<file path="config.mk">
export PLATFORM = sky130hd
export DESIGN_NAME = axis_frame_arbiter
export DESIGN_NICKNAME = d
export VERILOG_FILES = /design/src/rtl/axis_frame_arbiter.sv
export SDC_FILE = /design/constraint.sdc
export NUM_CORES = 1
export LEC_CHECK = 0
export CORE_MARGIN = 4
export CORE_UTILIZATION = 25
export DETAILED_ROUTE_END_ITERATION = 6
export GPL_ROUTABILITY_DRIVEN = 0
export PLACE_DENSITY = 0.46
export SLEW_MARGIN = 20
export SYNTH_ARGS = -nofsm -noshare
export SYNTH_HDL_FRONTEND = slang
export SYNTH_SLANG_ARGS = --single-unit
</file>
<file path="constraint.sdc">
create_clock -name sys_clk -period 10.3 [get_ports sys_clk]
set_clock_uncertainty 0.15 [all_clocks]
set_input_delay 2.06 -clock sys_clk [delete_from_list [all_inputs] [get_ports sys_clk]]
set_output_delay 2.06 -clock sys_clk [all_outputs]
set_load 0.02 [all_outputs]
</file>
<file path="src/rtl/axis_frame_arbiter.sv">
// axis_frame_arbiter: round-robin whole-packet AXI-Stream merge with stall timeout,
// sticky timeout flags and per-channel completed-packet counters.
module axis_frame_arbiter #(
  parameter int NUM_CH = 2,
  parameter int DATA_W = 64,
  parameter int KEEP_W = DATA_W / 8,
  parameter int CH_W = (NUM_CH > 1) ? $clog2(NUM_CH) : 1,
  parameter int TO_W = 32
) (
  input  logic                     sys_clk,
  input  logic                     sys_rst_n,
  input  logic [NUM_CH-1:0]        ch_enable,
  input  logic [TO_W-1:0]          timeout_cyc,
  input  logic                     err_clr,
  input  logic [NUM_CH*DATA_W-1:0] s_axis_tdata,
  input  logic [NUM_CH*KEEP_W-1:0] s_axis_tkeep,
  input  logic [NUM_CH-1:0]        s_axis_tlast,
  input  logic [NUM_CH-1:0]        s_axis_tvalid,
  output logic [NUM_CH-1:0]        s_axis_tready,
  output logic [DATA_W-1:0]        m_axis_tdata,
  output logic [KEEP_W-1:0]        m_axis_tkeep,
  output logic                     m_axis_tlast,
  output logic [CH_W-1:0]          m_axis_tid,
  output logic                     m_axis_tvalid,
  input  logic                     m_axis_tready,
  output logic [CH_W-1:0]          grant_ch,
  output logic                     busy,
  output logic [NUM_CH-1:0]        timeout_err,
  output logic [NUM_CH*32-1:0]     pkt_cnt
);
  typedef enum logic [1:0] {IDLE, XFER, TERM, FLUSH} state_t;
  state_t state, state_nxt;
  logic [DATA_W-1:0] ch_data [NUM_CH];
  logic [KEEP_W-1:0] ch_keep [NUM_CH];
  logic [31:0] cnt_q [NUM_CH];
  logic [DATA_W-1:0] sk_data [2];
  logic [KEEP_W-1:0] sk_keep [2];
  logic [CH_W-1:0] sk_id [2];
  logic [1:0] sk_last, sk_cnt;
  logic sk_wr, sk_rd;
  logic [CH_W-1:0] ptr, pick, cand;
  logic [TO_W-1:0] to_cnt;
  logic hit, full, push, pop, sel_valid, sel_last, acc, to_hit, pkt_end;
  logic [DATA_W-1:0] push_data;
  logic [KEEP_W-1:0] push_keep;

  function automatic logic [CH_W-1:0] wrap(input logic [CH_W:0] v);
    return (v >= (CH_W+1)'(NUM_CH)) ? CH_W'(v - (CH_W+1)'(NUM_CH)) : CH_W'(v);
  endfunction

  for (genvar i = 0; i < NUM_CH; i++) begin : g_ch
    assign ch_data[i] = s_axis_tdata[i*DATA_W +: DATA_W];
    assign ch_keep[i] = s_axis_tkeep[i*KEEP_W +: KEEP_W];
    assign pkt_cnt[i*32 +: 32] = cnt_q[i];
  end

  assign full = sk_cnt == 2'd2;
  assign m_axis_tvalid = sk_cnt != 2'd0;
  assign pop = m_axis_tvalid && m_axis_tready;
  assign m_axis_tdata = sk_data[sk_rd];
  assign m_axis_tkeep = sk_keep[sk_rd];
  assign m_axis_tlast = sk_last[sk_rd];
  assign m_axis_tid = sk_id[sk_rd];
  assign sel_valid = s_axis_tvalid[grant_ch];
  assign sel_last = s_axis_tlast[grant_ch];
  assign acc = state == XFER && sel_valid && !full;
  assign to_hit = state == XFER && !sel_valid && timeout_cyc != '0 && to_cnt == timeout_cyc - TO_W'(1);
  assign pkt_end = sel_valid && sel_last && (acc || state == FLUSH);
  assign busy = state != IDLE || m_axis_tvalid;

  // Descending scan so the channel closest to ptr wins.
  always_comb begin
    hit = 1'b0;
    pick = ptr;
    cand = '0;
    for (int k = NUM_CH - 1; k >= 0; k--) begin
      cand = wrap({1'b0, ptr} + (CH_W+1)'(k));
      if (ch_enable[cand] && s_axis_tvalid[cand]) begin
        hit = 1'b1;
        pick = cand;
      end
    end
  end

  always_ff @(posedge sys_clk) state <= !sys_rst_n ? IDLE : state_nxt;

  always_comb begin
    state_nxt = state;
    case (state)
      IDLE:    if (hit) state_nxt = XFER;
      XFER:    if (acc && sel_last) state_nxt = IDLE; else if (to_hit) state_nxt = TERM;
      TERM:    if (!full) state_nxt = FLUSH;
      FLUSH:   if (pkt_end) state_nxt = IDLE;
      default: state_nxt = IDLE;
    endcase
  end

  always_comb begin
    s_axis_tready = '0;
    s_axis_tready[grant_ch] = (state == XFER && !full) || state == FLUSH;
    push = acc || (state == TERM && !full);
    push_data = state == TERM ? '0 : ch_data[grant_ch];
    push_keep = state == TERM ? '0 : ch_keep[grant_ch];
  end

  // Two-entry FIFO: head register drives m_axis, second slot absorbs one beat of backpressure.
  always_ff @(posedge sys_clk) begin
    if (!sys_rst_n) begin
      for (int k = 0; k < 2; k++) begin
        sk_data[k] <= '0;
        sk_keep[k] <= '0;
        sk_id[k] <= '0;
      end
      sk_last <= '0;
      sk_wr <= 1'b0;
      sk_rd <= 1'b0;
      sk_cnt <= '0;
    end else begin
      if (push) begin
        sk_data[sk_wr] <= push_data;
        sk_keep[sk_wr] <= push_keep;
        sk_last[sk_wr] <= state == TERM || sel_last;
        sk_id[sk_wr] <= grant_ch;
        sk_wr <= ~sk_wr;
      end
      if (pop) sk_rd <= ~sk_rd;
      sk_cnt <= sk_cnt + {1'b0, push} - {1'b0, pop};
    end
  end

  always_ff @(posedge sys_clk) begin
    if (!sys_rst_n) begin
      grant_ch <= '0;
      ptr <= '0;
      to_cnt <= '0;
      timeout_err <= '0;
      for (int k = 0; k < NUM_CH; k++) cnt_q[k] <= '0;
    end else begin
      if (state == IDLE && hit) grant_ch <= pick;
      if (pkt_end) ptr <= wrap({1'b0, grant_ch} + (CH_W+1)'(1));
      if (state != XFER || acc) to_cnt <= '0;
      else if (!sel_valid && timeout_cyc != '0) to_cnt <= to_cnt + TO_W'(1);
      if (acc && sel_last) cnt_q[grant_ch] <= cnt_q[grant_ch] + 32'd1;
      timeout_err <= (err_clr ? '0 : timeout_err) | (to_hit ? (NUM_CH'(1) << grant_ch) : '0);
    end
  end
endmodule

</file>
==> results of run 1 <==
==> routing by layer <==
metal	global-route usage [%]	vias up	wire (um)
met5	0	-	0
met4	4.41	0	1030
met3	2.68	57	1980
met2	24.1	213	20700
met1	17.5	5062	18300
li1	-	5094	-
==> Yosys cell counts, types with 5 or more instances <==
library cell / n
nor2_1: 270
edfxtp_1: 208
mux2_2: 152
nand2_1: 124
clkbuf_1: 57
xor2_1: 53
dfxtp_1: 48
xnor2_1: 44
nand3_1: 31
nor3_1: 23
mux2i_1: 22
o21ai_0: 22
inv_1: 20
a21oi_1: 17
or3_1: 15
nor2b_1: 13
buf_1: 12
nand4_1: 12
nand3b_1: 10
nor4_1: 7
a21boi_0: 6
or4_1: 6
a31oi_1: 5
and2_1: 5
ha_1: 5
nand2b_1: 5
nor3b_1: 5
==> cell families (layout without fill, tap and decap cells) <==
family	count (synthesis)	count (layout)	share of synthesized area, %
AO/OA/AOI/OAI	93	93	4.64
XOR/XNOR	97	97	6.29
adder cells (fa/ha/maj)	5	5	0.463
buffers and inverters	92	420	2.72
flip-flops	256	256	53.3
multiplexers	175	175	14.4
AND/OR/NAND/NOR	548	548	18.2
==> critical path, delay by kind of cell <==
kind            cells  cell delay, ps
simple gates        6            2030
xor+xnor            1             130
fa+ha+maj           1             180
compound gates      1             600
buf+inv             2             580
==> power by group through the flow <==
stage	Sequential, W	Combinational, W	Clock (W)
2_1_floorplan	0.00125	0.000396	0
3_3_place_gp	0.00126	0.000750	0
3_5_place_dp	0.00126	0.000750	0
4_1_cts	0.00124	0.000754	0.00115
5_1_grt	0.00125	0.000789	0.00119
6_report	0.00124	0.000734	0.00110
==> flip-flops by register name, summed over array words and instances (netlist names), named ones only <==
name         count
sk_data        128
sk_wr            1
to_cnt          32
sk_rd            1
sk_cnt           2
sk_last          2
sk_keep         16
ptr              1
state            1
sk_id            2
grant_ch         1
cnt_q           64
timeout_err      2
==> stage by stage <==
step | area, um^2 | hold slack [ps]
after floorplan | 13500 | 275
after global placement | 17500 | 293
after detailed placement | 17500 | 303
after CTS | 18500 | 311
after global routing | 18500 | 342
final | 18500 | 305
==> how the worst max path moves through the flow <==
stage / startpoint / to / slack (ps) / depth (start not counted)
after floorplan: s_axis_tvalid[1] / sk_data[0][0] / 1570 / 5
after global placement: timeout_cyc[0] / to_cnt[26] / 4460 / 11
after detailed placement: timeout_cyc[0] / to_cnt[26] / 4360 / 11
after CTS: timeout_cyc[0] / to_cnt[26] / 4930 / 11
after global routing: timeout_cyc[0] / to_cnt[28] / 4610 / 10
final: timeout_cyc[0] / to_cnt[26] / 4940 / 11
==> layout make-up <==
type / instances / area (um^2)
fill: 5363 / 34500
clock inverter: 10 / 55.1
sequential: 256 / 7220
inverter: 20 / 76.3
tap: 688 / 861
multi-input combinational: 918 / 5970
timing repair buffer: 343 / 3400
clock buffer: 47 / 961
==> impl_results.md, run 1 <==
* Status: complete, no violations
* Placed insts at 2,225
* Arr. time, crit path at 5590 ps
* Total grt overflow at 0
* CTS tree: done
* Final Util at 34.9%
* Slew HR at 28.5%
* Total CTS buffers at 34
* Cell Rows at 84
* Commonest non-fill, non-tap cells in the layout: clkdlybuf4s50_1 (330), nor2_1 (270), edfxtp_1 (208), mux2_2 (152), nand2_1 (124)
* Starting Density at 25.5%
* Critical Path Start Type: input port
* Flop pwr share at 40.2%
* CP Max Fanout at 11
* Die W at 241 um
* Netlist cell types at 63
* Synth Warn # at 0
* Diodes inserted at 0
* Vias at 10,400
* CTS Sinks at 256
* Worst-Margin Slew at 1070 ps
* Most common cell after layout, fill and taps aside: clkdlybuf4s50_1
* Reg clk slew, reported paths at 60 ps
* Total GRT Usage at 13.9%
* RSZ-0062 raised after global routing: no
* Die Height at 241 um
* Non-Filler Instances at 2,282
* Drt first-iter violations at 413
* CP Data Required Time at 10,530 ps
* Number of synthesized flops with an enable pin at 208
* DP HPWL at 28,400 um
* Cell taking the most area after synthesis: edfxtp_1
* Critical-path top delay cell: a41oi_1
* Residual DRC at 0
* Combinational cell fraction of total power at 23.9%
* Area contributors post-synth: edfxtp_1 (46%), mux2_2 (13%), nor2_1 (7.5%), dfxtp_1 (7.1%), nand2_1 (3.4%)
* Seq/Total Area, Yosys at 53.3%
* Post-Route WL at 42,000 um
* Remaining antenna violation count at 0
* H-tree levels at 2
* Max-slew violations at 0
* Final worst setup slack at 4940 ps
* Max Clk Rate at 187 MHz
* Hold path startpoint: timeout_err[1]
* Dpl ws at 4360 ps
* Design Power at 0.00307 W
* Crit. End Element: flip-flop
* Net Sw Frac at 28.3%
* Die area at 57,800 um^2
* Internal at 0.00220 W
* Largest net degree at the start of global routing at 75
* Synth Cell Area at 13,500 um^2
* Antenna violations before repair at 1
* Routed WL per cell at 18.4 um
* Vias in the first global route at 10,700
* Placeable core region at 53,100 um^2
* Maxcap violations at 0
* Post-synth top flop: edfxtp_1
* Vias/cell at 4.57
* NetSw at 0.000871 W
* Synth Register Bits at 256
* PD cells at 166 nW/um^2
* Mapped Avg Cell Area at 10.7 um^2
* Layout cells sized above 1 at 14.2%
* Top-Level Pins at 331
* Postcts setup bufs at 0
* Reg2reg path depth at 11
* Port bufs at 330
* FF-to-FF End: cnt_q[0][24]
* Area share of the largest cell type after synthesis at 46.2%
* Hold Crit Class: flip-flop to flip-flop
* Global-route wire length before repair at 62,400 um
* P&R area growth vs syn at 37.2%
* Clock root buffer: clkbuf_16
* Final Hold Viols at 0
* Leakage at 6.49 nW
* Nets@finish at 1,764
* Syn Inst Count at 1,266
* Final setup violating endpoints at 0
* Slowest Stage Delay on Critical Path at 600 ps
* Most frequent CP cell: nor2_1
* Worst hold path stage count at 2
* Crit path time final at 5360 ps
* Clock power share at 35.9%
* Hold Path End: timeout_err[1]
* Setup_tns at 0 ps
* Post-CTS Resized at 0
* Async set-or-reset flop fraction in the synthesized netlist at 0%
* Syn Nets at 1,457
* Worst vdd ir at 90.2 uV
* Clock Path Buffers at 3
* R2R Setup Slk at 6050 ps
* Cts hold-fix bufs at 0
* Tcrit/Tclk final at 52.1%
* Later-pin clock latency in the skew report at 530 ps
* CP Cell Sequence: clkdlybuf4s50_1 -> inv_1 -> ha_1 -> or3b_2 -> nor4_2 -> a41oi_1 -> nand2_1 -> or3_1 -> nor2_1 -> xnor2_1 -> nor2_1
* DRT Pass-1 Iters at 5
* CP Class: input port to flip-flop
Note: power is estimated with default switching activity, not from simulation.
==> run 2, diff against run 1 <==
==> constraint.sdc (replaced) <==
create_clock -name sys_clk -period 5.4 [get_ports sys_clk]
set_clock_uncertainty 0.15 [all_clocks]
set_input_delay 1.08 -clock sys_clk [delete_from_list [all_inputs] [get_ports sys_clk]]
set_output_delay 1.08 -clock sys_clk [all_outputs]
set_load 0.02 [all_outputs]
==> run 2 against run 1 <==
  * Non-clock buffer count grew 13
  * Sequential power grew 90%
  * Total power rose by 97%
  * Flip-flop and latch count unchanged
  * Utilization grew 0.43 points
  * Critical path depth shrank 2
  * First-iteration DRC count up 4.8%
  * Design area increased by 1.2%
  * Die area did not move
  * Final cell count up 0.74%
  * Clock power rose by 110%
  * Setup slack lost 3700 ps
  * Critical path type unchanged
==> impl_results.md, run 2 (same netlist as run 1, synthesis figures left out) <==
* Status: complete, no violations
* Residual DRC at 0 (unchanged)
* Clock root buffer: clkbuf_16
* # fillers at 5,345 (-0.34%)
* CP Data Required Time at 5660 ps (-4870 ps)
* Postcts setup bufs at 0 (unchanged)
* Top-Level Pins at 331 (unchanged)
* Layout cells sized above 1 at 15.2% (+0.98 points)
* Vias at 10,500 (+0.75%)
* Crit. End Element: flip-flop
* Most common cell after layout, fill and taps aside: clkdlybuf4s50_1
* Final worst setup slack at 1260 ps (-3680 ps)
* Final Hold Viols at 0 (unchanged)
* Max FFs per register at 128 (unchanged)
* Largest net degree at the start of global routing at 74 (-1.3%)
* CTS Sinks at 256 (unchanged)
* Later-pin clock latency in the skew report at 530 ps (about the same)
* Global-route wire length before repair at 64,500 um (+3.3%)
* Vias in the first global route at 11,100 (+3.2%)
* Worst-Margin Slew at 961 ps (-111 ps)
* Max Clk Rate at 241 MHz
* Die area at 57,800 um^2 (unchanged)
* CTS tree: done
* Cell Rows at 84 (unchanged)
* Starting Density at 25.5% (unchanged)
* Nets@finish at 1,777 (+0.74%)
* Critical Path Start Type: input port
* Post-CTS Resized at 0 (unchanged)
* Tcrit/Tclk final at 76.7%
* Reg clk slew, reported paths at 50 ps (about the same)
* Total GRT Usage at 14.3% (+0.43 points)
* Reg with most FFs: sk_data
* Leakage at 6.61 nW (+1.9%)
* CP Max Fanout at 7 (-4)
* Hold Crit Class: flip-flop to flip-flop
* Clock Path Buffers at 3 (unchanged)
* Post-Route WL at 42,800 um (+1.8%)
* Max-slew violations at 0 (unchanged)
* Vias/cell at 4.57 (about the same)
* Drt first-iter violations at 433 (+4.8%)
* CP Class: input port to flip-flop
* Cts hold-fix bufs at 0 (unchanged)
* DP HPWL at 29,600 um (+4.0%)
* Die W at 241 um (unchanged)
* Worst vdd ir at 199 uV (+120%)
* Die Height at 241 um (unchanged)
* Dpl ws at 728 ps (-3640 ps)
* RSZ-0062 raised after global routing: no
* Largest regs: sk_data x128, cnt_q x64, to_cnt x32
* Remaining antenna violation count at 0 (unchanged)
* PD cells at 322 nW/um^2 (+94%)
* Maxcap violations at 0 (unchanged)
* P&R area growth vs syn at 38.8%
* Total CTS buffers at 34 (unchanged)
* Crit path time final at 4140 ps
* Setup_tns at 0 ps (unchanged)
* Placeable core region at 53,100 um^2 (unchanged)
* Commonest non-fill, non-tap cells in the layout: clkdlybuf4s50_1 (330), nor2_1 (270), edfxtp_1 (208), mux2_2 (152), nand2_1 (124)
* Arr. time, crit path at 4400 ps (-1190 ps)
* DRT Pass-1 Iters at 4 (-1)
* R2R Setup Slk at 1520 ps (-4530 ps)
* H-tree levels at 2 (unchanged)
* Routed WL per cell at 18.6 um (+1.0%)
* Slew HR at 35.9% (+7.4 points)
* Antenna violations before repair at 3 (+2)
* Port bufs at 330 (unchanged)
* Final setup violating endpoints at 0 (unchanged)
* Total grt overflow at 0 (unchanged)
## run 2: critical path: stages
cell and delay [ps]:
clkdlybuf4s50_1 470, or4_1 680, or4b_2 670, a211oi_1 320
o32ai_1 180, a211oi_1 270, o211ai_1 140, a2111o_1 370
a22o_1 220
## run 2: area by class of cell
class                   count  area [um^2]  share of cell area (%)
clock buffers              37          862                    4.59
clock inverters            23          256                    1.37
inverters                  20         76.3                   0.407
repair buffers            356         3520                    18.8
diodes                      1         2.50                  0.0133
flip-flops and latches    256         7220                    38.5
multi-input cells         918         5970                    31.8
well taps                 688          861                    4.59
## run 2: worst paths after layout
path                        from        endpoint  depth (start not counted)
setup / recovery  timeout_cyc[0]        state[0]                          9
hold / removal    timeout_err[1]  timeout_err[1]                          2
setup reg to reg       flip-flop    cnt_q[1][24]                          9
hold reg to reg   timeout_err[1]  timeout_err[1]                          2
## run 2: where the power goes
| part | switching, W | internal, W |
|---|---|---|
| logic | 0.000708 | 0.000703 |
| registers | 0.0000902 | 0.00227 |
| clock network | 0.000886 | 0.00140 |
| total | 0.00168 | 0.00437 |
## run 2: per-stage QoR
| stage | std cells | cell area (um^2) | hold WS, ps | power (W) | util [%] |
|---|---|---|---|---|---|
| floorplan | 1266 | 13500 | 275 | 0.00313 | - |
| global placement | 2238 | 17600 | 293 | 0.00384 | 33.2 |
| detailed placement | 2238 | 17600 | 302 | 0.00384 | 33.2 |
| CTS | 2298 | 18800 | 310 | 0.00618 | 35.3 |
| global route | 2298 | 18800 | 324 | 0.00634 | 35.4 |
| finish | 2299 | 18800 | 306 | 0.00605 | 35.4 |
## run 2: layer usage
layer	GRT usage, %	part of all wire (%)
met2	24.6	49
met3	3.38	5.6
met5	0	0.044
met1	18.1	44
met4	3.93	2.1
==> run 3, diff against run 2 <==
==> constraint.sdc (replaced) <==
create_clock -name sys_clk -period 4.3 [get_ports sys_clk]
set_clock_uncertainty 0.15 [all_clocks]
set_input_delay 0.86 -clock sys_clk [delete_from_list [all_inputs] [get_ports sys_clk]]
set_output_delay 0.86 -clock sys_clk [all_outputs]
set_load 0.02 [all_outputs]
==> run 3 against run 2 <==
  * Setup slack got worse by 730 ps
  * Final cell count rose by 1.0%
  * Worst hold slack got worse by 1.8 ps
  * Total power rose by 25%
  * Clock power rose by 24%
  * Count of clock-buffer cells in the layout rose by 8
  * Design area rose by 1.1%
  * Sequential power rose by 26%
  * Register-to-register slack got worse by 500 ps
  * Highest routed layer unchanged
==> impl_results.md, run 3 (same netlist as run 1, synthesis figures left out) <==
* Status: complete, no violations
* Final Hold Viols at 0 (unchanged)
* Starting Density at 25.5% (unchanged)
* Crit path time final at 3770 ps
* Reg with most FFs: sk_data
* Total GRT Usage at 14.3% (-0.044 points)
* Total CTS buffers at 35 (+2.9%)
* Port bufs at 330 (unchanged)
* Vias in the first global route at 11,100 (-0.22%)
* Hold Crit Class: flip-flop to flip-flop
* CP Max Fanout at 4 (-3)
* CTS Sinks at 256 (unchanged)
* Final setup violating endpoints at 0 (unchanged)
* Worst vdd ir at 231 uV (+16%)
* Worst hold path stage count at 2 (unchanged)
* Cell Rows at 84 (unchanged)
* Slew HR at 35.4% (-0.50 points)
* Max FFs per register at 128 (unchanged)
* Routed WL per cell at 18.4 um (-1.1%)
* Residual DRC at 0 (unchanged)
* P&R area growth vs syn at 40.4%
* Design Area, Final at 19,000 um^2 (+1.1%)
* Hold Path End: sk_id[1]
* Placed cell areas at 17,900 um^2 (+1.2%)
* Maxcap violations at 0 (unchanged)
* Later-pin clock latency in the skew report at 530 ps (about the same)
* Die W at 241 um (unchanged)
* Most common cell after layout, fill and taps aside: clkdlybuf4s50_1
* DP HPWL at 29,600 um (about the same)
* CP Data Required Time at 4570 ps (-1090 ps)
* Post-Route WL at 42,700 um (about the same)
* Layout cells sized above 1 at 16.1% (+0.99 points)
* Largest net degree at the start of global routing at 75 (+1.4%)
* Crit. End Element: flip-flop
* CTS tree: done
* FF-to-FF End: cnt_q[1][31]
* Commonest non-fill, non-tap cells in the layout: clkdlybuf4s50_1 (330), nor2_1 (270), edfxtp_1 (208), mux2_2 (152), nand2_1 (124)
* DRT Pass-1 Iters at 4 (unchanged)
* Nets@finish at 1,802 (+1.4%)
* Die area at 57,800 um^2 (unchanged)
* # fillers at 5,304 (-0.77%)
* Arr. time, crit path at 4050 ps (-350 ps)
* Clock Path Buffers at 3 (unchanged)
* H-tree levels at 2 (unchanged)
* Hold WS at 304 ps (-1.82 ps)
* RSZ-0062 raised after global routing: no
* Drt first-iter violations at 444 (+2.5%)
* Critical Path Start Type: input port
* Clock root buffer: clkbuf_16
* Reg2reg path depth at 9 (unchanged)
* Tcrit/Tclk final at 87.8%
* Placeable core region at 53,100 um^2 (unchanged)
* CP Class: input port to flip-flop
* Area of the multi-input gates at 5970 um^2 (about the same)
* Cts hold-fix bufs at 0 (unchanged)
* Vias at 10,700 (+1.7%)
* Remaining antenna violation count at 0 (unchanged)
* Largest regs: sk_data x128, cnt_q x64, to_cnt x32
* Worst-Margin Slew at 969 ps (+7.57 ps)
* Global-route wire length before repair at 64,500 um (about the same)
* R2R Setup Slk at 1020 ps (-500 ps)
* Total grt overflow at 0 (unchanged)
* Setup_tns at 0 ps (unchanged)
* Top-Level Pins at 331 (unchanged)
* Final Util at 35.7% (+0.39 points)
* Postcts setup bufs at 0 (unchanged)
* Vias/cell at 4.60 (+0.63%)
* PD cells at 400 nW/um^2 (+24%)
* Leakage at 6.73 nW (+1.8%)
* Antenna violations before repair at 2 (-1)
* Storage element area at 7220 um^2 (unchanged)
* Diodes inserted at 0 (-1)
* Hold path startpoint: sk_id[1]
* Reg clk slew, reported paths at 60 ps (about the same)
* Die Height at 241 um (unchanged)
* Post-CTS Resized at 0 (unchanged)
* Max-slew violations at 0 (unchanged)
* Max Clk Rate at 265 MHz
[run 3: cell count changes in the layout (fill, tap and decap cells not counted), moves of 2 or more]
| cell | before | now |
|---|---|---|
| buf_12 | 2 | 5 |
| buf_4 | 24 | 45 |
| bufinv_16 | 5 | 3 |
| clkbuf_1 | 3 | 8 |
| clkbuf_16 | 34 | 37 |
| clkinv_2 | 7 | 5 |
| clkinvlp_4 | 1 | 3 |
| inv_6 | 2 | 0 |
[run 3: metrics by stage]
step / worst slack, ps / cells / power [W]
6_report: 526 / 2323 / 0.00759
5_1_grt: 364 / 2323 / 0.00796
4_1_cts: 570 / 2323 / 0.00777
3_5_place_dp: -13.4 / 2262 / 0.00485
3_3_place_gp: 2.58 / 2262 / 0.00485
2_1_floorplan: 157 / 1266 / 0.00393
[run 3: metal layers]
layer	global-route usage, %	share of wire [%]	vias to the layer above
met5	0	0.026	-
met2	24.5	49	231
li1	-	-	5156
met3	2.79	4.8	66
met1	18.3	44	5226
met4	4.30	2.4	2
[run 3: worst max-delay path: stages]
cell and delay [ps]:
clkdlybuf4s50_1 460, inv_1 80, ha_1 150, or3b_2 500, or4_1 550, o21a_1 220
or3_1 340, a21oi_1 160, o211ai_1 110, a2111o_1 390, a22o_1 230
[run 3: power by group]
group          internal [W]  switching [W]
Combinational      0.000905       0.000878
Clock               0.00174        0.00109
Sequential          0.00285       0.000125
[run 3: how the worst max path moves through the flow]
stage	from	endpoint	slack, ps	depth (start not counted)
CTS	timeout_cyc[0]	state[0]	570	11
global placement	timeout_cyc[0]	state[0]	3	11
detailed placement	timeout_cyc[0]	state[0]	-10	11
global route	timeout_cyc[0]	state[0]	360	12
finish	timeout_cyc[0]	state[0]	530	11
floorplan	s_axis_tvalid[1]	sk_data[0][0]	160	5
[run 3: final cells by class]
cell class	instances	share of cell area, %
clock buffers	45	5.04
clock inverters	16	0.818
repair buffers	380	19.7
flip-flops and latches	256	38.0
multi-input cells	918	31.5
inverters	20	0.402
well taps	688	4.54
